`src/rtl/pipe_stage_skid_reg.sv`:
```
// Pipeline stage register with a 2-entry skid buffer, OR-ed stall sources,
// irq-priority flush and a saturating count of beats discarded by flushes.
module pipe_stage_skid_reg #(
  parameter int DATA_W  = 105,
  parameter int N_STALL = 4,
  parameter int CNT_W   = 8
) (
  input  logic               clk,
  input  logic               rst_n,
  input  logic [N_STALL-1:0] stall_req,
  input  logic               irq,
  input  logic               clr,
  input  logic               in_valid,
  output logic               in_ready,
  input  logic [DATA_W-1:0]  in_data,
  output logic               out_valid,
  input  logic               out_ready,
  output logic [DATA_W-1:0]  out_data,
  output logic [1:0]         occ,
  output logic [CNT_W-1:0]   flush_cnt
);

  localparam logic [CNT_W-1:0] CNT_MAX = {CNT_W{1'b1}};

  logic              main_valid, skid_valid;
  logic [DATA_W-1:0] main_data, skid_data;
  logic              hold, flush, in_fire, out_fire;
  logic [1:0]        flush_inc;
  logic [CNT_W+1:0]  flush_sum;
  logic [CNT_W-1:0]  flush_sat;

  assign hold      = (|stall_req) & ~irq;
  assign flush     = irq | clr;
  assign occ       = {1'b0, main_valid} + {1'b0, skid_valid};
  assign in_ready  = ~hold & ~(main_valid & skid_valid);
  assign out_valid = main_valid;
  assign out_data  = main_valid ? main_data : '0;
  assign in_fire   = in_valid & in_ready;
  assign out_fire  = main_valid & out_ready & ~hold;

  // A main beat taken downstream in the flush cycle is delivered, not discarded
  always_comb begin
    flush_inc = {1'b0, main_valid & ~out_fire} + {1'b0, skid_valid} + {1'b0, in_fire};
    flush_sum = {2'b00, flush_cnt} + {{CNT_W{1'b0}}, flush_inc};
    flush_sat = (flush_sum > {2'b00, CNT_MAX}) ? CNT_MAX : flush_sum[CNT_W-1:0];
  end

  always_ff @(posedge clk) begin
    if (!rst_n) begin
      main_valid <= 1'b0;
      skid_valid <= 1'b0;
      main_data  <= '0;
      skid_data  <= '0;
      flush_cnt  <= '0;
    end else if (hold) begin
      main_valid <= main_valid;
    end else if (flush) begin
      main_valid <= 1'b0;
      skid_valid <= 1'b0;
      main_data  <= '0;
      skid_data  <= '0;
      flush_cnt  <= flush_sat;
    end else if (out_fire && in_fire) begin
      // in_fire excludes FULL, so the skid entry is empty here
      main_data <= in_data;
    end else if (out_fire) begin
      if (skid_valid) begin
        main_data  <= skid_data;
        skid_valid <= 1'b0;
        skid_data  <= '0;
      end else begin
        main_valid <= 1'b0;
        main_data  <= '0;
      end
    end else if (in_fire) begin
      if (main_valid) begin
        skid_valid <= 1'b1;
        skid_data  <= in_data;
      end else begin
        main_valid <= 1'b1;
        main_data  <= in_data;
      end
    end
  end

endmodule

```
`config.mk`:
```
export PLATFORM = sky130hd
export DESIGN_NAME = pipe_stage_skid_reg
export DESIGN_NICKNAME = d
export VERILOG_FILES = /design/src/rtl/pipe_stage_skid_reg.sv
export SDC_FILE = /design/constraint.sdc
export NUM_CORES = 1
export LEC_CHECK = 0
export BUFFER_PORTS_ARGS = -buffer_cell sky130_fd_sc_hd__buf_2
export CAP_MARGIN = 10
export CORE_AREA = 2 2 172 174
export DETAILED_ROUTE_END_ITERATION = 8
export DIE_AREA = 0 0 174 176
export HOLD_SLACK_MARGIN = 0.02
export MAX_ROUTING_LAYER = met4
export SYNTH_ARGS = -nofsm -noshare
export SYNTH_HDL_FRONTEND = slang
export SYNTH_SLANG_ARGS = --single-unit
```
`constraint.sdc`:
```
create_clock -name clk -period 4.6 [get_ports clk]
set_input_delay 0.23 -clock clk [delete_from_list [all_inputs] [get_ports clk]]
set_output_delay 0.23 -clock clk [all_outputs]
set_load 0.01 [all_outputs]
```
==> results of run 1 <==
==> cell usage after synthesis, drive strengths merged (7+ instances only) <==
cell	instances
clkbuf	156
and3	110
o21ai	107
nand2	217
and2	105
o2bb2ai	105
nor3	106
nor2	7
a22oi	105
buf	20
a32oi	105
dfxtp	220
==> logic make-up (layout without fill, tap and decap cells) <==
group                      count (synthesis)  after routing  share of synthesized area
buffers and inverters                    181            351                     0.0642
DFF                                      220            220                      0.386
other                                      0              3                          0
AOI/OAI and AO/OA                        444            444                      0.292
adders and majority gates                  5              5                    0.00679
and+or+nand+nor                          563            563                      0.249
xor gates and xnor gates                   3              3                    0.00230
==> worst max-delay path: stages (launching register included) <==
cell and delay [ns]:
dfxtp_4 0.62, buf_4 0.54, a21boi_0 0.29, fa_1 0.46, ha_1 0.23, inv_1 0.08
fa_1 0.21, nor2b_1 0.08, and3_1 0.21, nand3b_1 0.16, o211a_1 0.13
==> sequential cells by signal (all words and copies together) (netlist names) <==
signal,count
out_valid,1
skid_data,105
flush_cnt,8
main_data,105
skid_valid,1
==> power by group <==
| group | internal [uW] | switching, uW |
|---|---|---|
| clock network | 1310 | 834 |
| logic | 117 | 220 |
| registers | 1910 | 6.48 |
| total | 3340 | 1060 |
==> final cells by class <==
type / count / area (sq um)
clock buffer: 40 / 805
fill: 2848 / 14500
inverter: 5 / 18.8
timing repair buffer: 298 / 1830
tap: 384 / 480
antenna: 3 / 7.51
sequential: 220 / 4410
clock inverter: 8 / 93.8
multi-input combinational: 1015 / 6370
==> final timing paths <==
path	from	slack [ns]	end
worst max-delay path	out_valid	1.43	flush_cnt[1]
worst min-delay path	in_data[100]	0.02	main_data[100]
worst max register to register	out_valid	1.43	flush_cnt[1]
worst min register to register	main_data[81]	0.45	main_data[81]
==> through the flow <==
step	total power (uW)	setup slack, ns	instances
final	4400	1.43	1973
after global routing	4560	1.13	1973
after CTS	4440	1.35	1970
after detailed placement	2260	1.05	1875
after global placement	2260	1.14	1875
after floorplan	2120	1.22	1416
==> per-layer routing <==
layer,wire [microns],part of all wire,vias up
met1,17300,0.46,5602
met3,2380,0.064,56
met5,0,0,-
met4,758,0.020,0
li1,-,-,5551
met2,17000,0.45,403
==> reports/qor_table.md, run 1 <==
| Parameter | Value | Unit |
|:---|:---|:---|
| Global-route wire length before repair | 60.1 | mm |
| Length in cells of the worst reg-to-reg path | 10 | - |
| Endpoint class of the critical path | register | - |
| Worst setup skew after layout | 0.0160 | ns |
| Max FO, Critical Path | 66 | - |
| CTS Hold Bufs | 47 | - |
| Number of global-route vias before repair | 11,200 | - |
| Total wirelength of the detailed-routed design | 37.5 | mm |
| Hold path depth | 3 | - |
| First-pass DRT Iterations | 5 | - |
| Met1 usage | 0.323 | - |
| Largest cells by area after synthesis | dfxtp_1 (39%), a32oi_1 (8.1%), o2bb2ai_1 (8.1%), nand2_1 (7.1%), a22oi_1 (6.9%) | - |
| Max-cap violation count | 0 | - |
| Critical Path Start Type | register | - |
| Vertical extent of the die | 176 | microns |
| Clock tree from TritonCTS | done | - |
| Max_slew headroom | 0.246 | - |
| Antenna violations before repair | 3 | - |
| Core area | 28,500 | sq um |
| Unrepaired setup endpoints after global routing | false | - |
| Commonest non-fill, non-tap cells in the layout | buf_2 (230), dfxtp_1 (218), nand2_1 (215) | - |
| Met3 track utilization from global routing | 0.0370 | - |
| All-Layer GR Usage | 0.243 | - |
| Post-layout minimum cycle time | 3.17 | ns |
| Final global-route overflow total | 0 | - |
| Max Root-Sink Buffers | 3 | - |
| FFs w/ async S/R, synth | 0 | - |
| CTS HTree Levels | 1 | - |
| CTS Root Buffer Type | clkbuf_16 | - |
| Post-synth EDFFs | 0 | - |
| Inserted Clock Buffers | 27 | - |
| Global routing met2 resource utilization | 0.385 | - |
| Worst min path class | input port to register | - |
| Post-detailed-route DRC marker count | 0 | - |
| CTS clock-pin slew for the worst setup and hold paths | 0.06 | ns |
| Number of rows created at floorplan | 62 | - |
| Status | complete, no violations | - |
| Routed Antenna Nets | 0 | - |
| Worst Path Arrival | 3.59 | ns |
| Cell count after synthesis | 1,416 | - |
| Worst Tran Pin Value | 1.13 | ns |
| Via Count | 11,600 | - |
| Number of sinks on the clock net | 220 | - |
| Number of setup buffers added after CTS | 0 | - |
| Setup-failing EPs final | 0 | - |
| Net count reported at finish | 1,687 | - |
| Die width | 174 | microns |
| Area of the mapped netlist | 11,400 | sq um |
| Critical Setup Path Class | register to register | - |
| Avg Synthesized Cell Area | 8.06 | sq um |
| Flop and latch count out of synthesis | 220 | - |
| DIE AREA | 30,600 | sq um |
| Via density per instance | 5.89 | - |
| Insertion delay of the later-clocked pin in the worst-skew pair | 0.54 | ns |
| Fin Hold WS | 0.0230 | ns |
| Layout cell share with drive strength beyond 1 | 0.194 | - |
| Post-detailed-placement half-perimeter wirelength | 20.5 | mm |
| I/O pin count | 232 | - |
| Largest net degree at the start of global routing | 214 | - |
| Flip-flop cell with the highest count after synthesis | dfxtp_1 | - |
| Area leader, netlist | dfxtp_1 | - |
| Detail-routed net length per standard cell | 19.0 | microns |
| Max-slew violation total from the final report | 0 | - |
| Highest clock rate | 316 | MHz |
| Final Wtd Congestion | 0.749 | - |
| Largest vdd supply drop | 0.000234 | V |
| Synth Net Count | 1,536 | - |
| Final setup TNS | 0 | ns |
| Final non-filler cell area | 14,000 | sq um |
| Post-synthesis sequential area ratio | 0.386 | - |
| Final hold violations | 0 | - |
| Count of yosys warnings during synthesis | 0 | - |
| Data required time at the worst endpoint | 5.02 | ns |
| Final core utilization | 0.491 | - |
| Count of distinct cell types in the synthesized netlist | 42 | - |
| Global route hottest layer | met2 | - |
| Area fraction of the dominant cell type after synthesis | 0.386 | - |
| Area growth from synthesis to final layout | 22.8 | % |
| Placed Area | 12,600 | sq um |
| Total of cells resized after clock tree synthesis | 0 | - |
| Most common cell after layout, fill and taps aside | buf_2 | - |
| Port buffer count | 231 | - |
| Power Dens Cells | 314 | nW/um^2 |
| Initial Utilization | 0.400 | - |
| Violation count after the first detailed-routing iteration | 1,090 | - |
| Leak pwr | 0.00551 | uW |
| Post-route fraction of the period consumed by the critical path | 0.688 | - |
Note: power is estimated with default switching activity, not from simulation.
==> run 2: changes to the inputs <==
clock period = 2.68 ns   (was 4.6 ns; I/O delays follow)
==> run 2 against run 1 <==
Count of clock-buffer cells in the layout decreased by 2. Critical path depth unchanged. Via count increased by 2.0%. Cell count increased by 3.6%. Sequential share of layout area decreased by 1.6 points. Total power increased by 70%. Die area unchanged. Core utilization increased by 2.6 points. Sequential power increased by 71%. Combinational power increased by 98%. Maximum frequency increased by 35%.
==> reports/qor_table.md, run 2 (synthesis gave the netlist of run 1 again) <==
| Parameter | Value | Unit |
|:---|:---|:---|
| Worst Path Arrival | 2.78 | ns |
| Via Count | 11,800 | - |
| Detail-routed net length per standard cell | 18.7 | microns |
| Antenna violations before repair | 2 | - |
| Routed Antenna Nets | 0 | - |
| Via density per instance | 5.79 | - |
| Largest vdd supply drop | 0.000375 | V |
| Global-route wire length before repair | 61.6 | mm |
| CTS HTree Levels | 1 | - |
| CTS Root Buffer Type | clkbuf_16 | - |
| Final setup TNS | 0 | ns |
| Most common cell after layout, fill and taps aside | buf_2 | - |
| Placed Area | 12,800 | sq um |
| Data required time at the worst endpoint | 3.12 | ns |
| Area growth from synthesis to final layout | 29.2 | % |
| Vertical extent of the die | 176 | microns |
| Insertion delay of the later-clocked pin in the worst-skew pair | 0.52 | ns |
| Critical Setup Path Class | register to register | - |
| Port buffer count | 231 | - |
| Max FO, Critical Path | 5 | - |
| Highest clock rate | 426 | MHz |
| I/O pin count | 232 | - |
| Layout cell share with drive strength beyond 1 | 0.197 | - |
| Violation count after the first detailed-routing iteration | 946 | - |
| Total of fill cells in the finished design | 2,729 | - |
| Net count reported at finish | 1,760 | - |
| Leak pwr | 0.00583 | uW |
| Fin Hold WS | 0.0991 | ns |
| All-Layer GR Usage | 0.249 | - |
| Clock tree from TritonCTS | done | - |
| Final global-route overflow total | 0 | - |
| CTS Hold Bufs | 105 | - |
| DIE AREA | 30,600 | sq um |
| Status | complete, no violations | - |
| Number of sinks on the clock net | 220 | - |
| Post-route fraction of the period consumed by the critical path | 0.875 | - |
| Critical Path Start Type | register | - |
| Number of global-route vias before repair | 11,400 | - |
| Post-layout minimum cycle time | 2.34 | ns |
| Largest net degree at the start of global routing | 109 | - |
| Total wirelength of the detailed-routed design | 38.2 | mm |
| Endpoint class of the critical path | register | - |
| Inserted Clock Buffers | 25 | - |
| First-pass DRT Iterations | 5 | - |
| Power Dens Cells | 506 | nW/um^2 |
| Final hold violations | 0 | - |
| Max-slew violation total from the final report | 0 | - |
| Unrepaired setup endpoints after global routing | false | - |
| Setup-failing EPs final | 0 | - |
| Post-detailed-placement half-perimeter wirelength | 21.2 | mm |
| Worst min path class | input port to register | - |
| Die width | 174 | microns |
| Commonest non-fill, non-tap cells in the layout | buf_2 (230), dfxtp_1 (218), nand2_1 (215) | - |
| CTS clock-pin slew for the worst setup and hold paths | 0.06 | ns |
| Max-cap violation count | 0 | - |
| Number of setup buffers added after CTS | 0 | - |
| Worst Tran Pin Value | 0.752 | ns |
| Largest registers in the final layout | main_data: 105 flops, skid_data: 105 flops, flush_cnt: 8 flops | - |
| Final Wtd Congestion | 0.794 | - |
| Initial Utilization | 0.400 | - |
| Total of cells resized after clock tree synthesis | 0 | - |
| Post-detailed-route DRC marker count | 0 | - |
| Worst setup skew after layout | 0.0145 | ns |
| Max Root-Sink Buffers | 3 | - |
| Core area | 28,500 | sq um |
| Max_slew headroom | 0.499 | - |
| Number of rows created at floorplan | 62 | - |
| Final non-filler cell area | 14,800 | sq um |
[run 2: cell type report]
type	count	area, sq um	share of cell area
well taps	384	480	0.0326
clock inverters	8	93.8	0.00636
repair buffers	373	2600	0.176
multi-input cells	1015	6390	0.433
clock buffers	38	754	0.0511
diodes	2	5.00	0.000339
flip-flops and latches	220	4410	0.299
inverters	5	18.8	0.00127
[run 2: worst max-delay path, cell delays in order, from the launching register on]
cell and delay (ns):
dfxtp_4 0.37, ha_1 0.27, nand2b_1 0.24, nor2_1 0.17, ha_2 0.21, inv_2 0.04, fa_2 0.34, nand2b_1 0.20
nor2_1 0.15, a31oi_1 0.10, nor3b_1 0.18
[run 2: worst paths after layout]
path	from	endpoint	slack (ns)	depth (start not counted)
setup / recovery	out_valid	flush_cnt[6]	0.34	10
hold / removal	clr	out_valid	0.1	3
setup reg to reg	out_valid	flush_cnt[6]	0.34	10
hold reg to reg	main_data[84]	main_data[84]	0.45	1
[run 2: power breakdown]
group / internal (uW) / total, uW / switching (uW)
Sequential: 3280 / 3280 / 6.85
Combinational: 267 / 668 / 401
Clock: 2130 / 3520 / 1390
[run 2: routing by layer]
layer | up-vias | wire [microns] | part of all wire | global-route usage
li1 | 5724 | - | - | -
met1 | 5701 | 17300 | 0.45 | 0.328
met2 | 383 | 18200 | 0.48 | 0.409
met3 | 35 | 2140 | 0.056 | 0.0351
met4 | 0 | 615 | 0.016 | 0.0536
met5 | - | 0 | 0 | -
[run 2: stage by stage]
step / std cells / power, uW / setup WS [ns] / util
6_report: 2045 / 7470 / 0.335 / 0.517
5_1_grt: 2045 / 7730 / 0.132 / 0.517
4_1_cts: 2043 / 7530 / 0.317 / 0.517
3_5_place_dp: 1892 / 3900 / -0.136 / 0.450
3_3_place_gp: 1892 / 3900 / -0.0848 / 0.450
2_1_floorplan: 1416 / 3650 / -0.158 / -
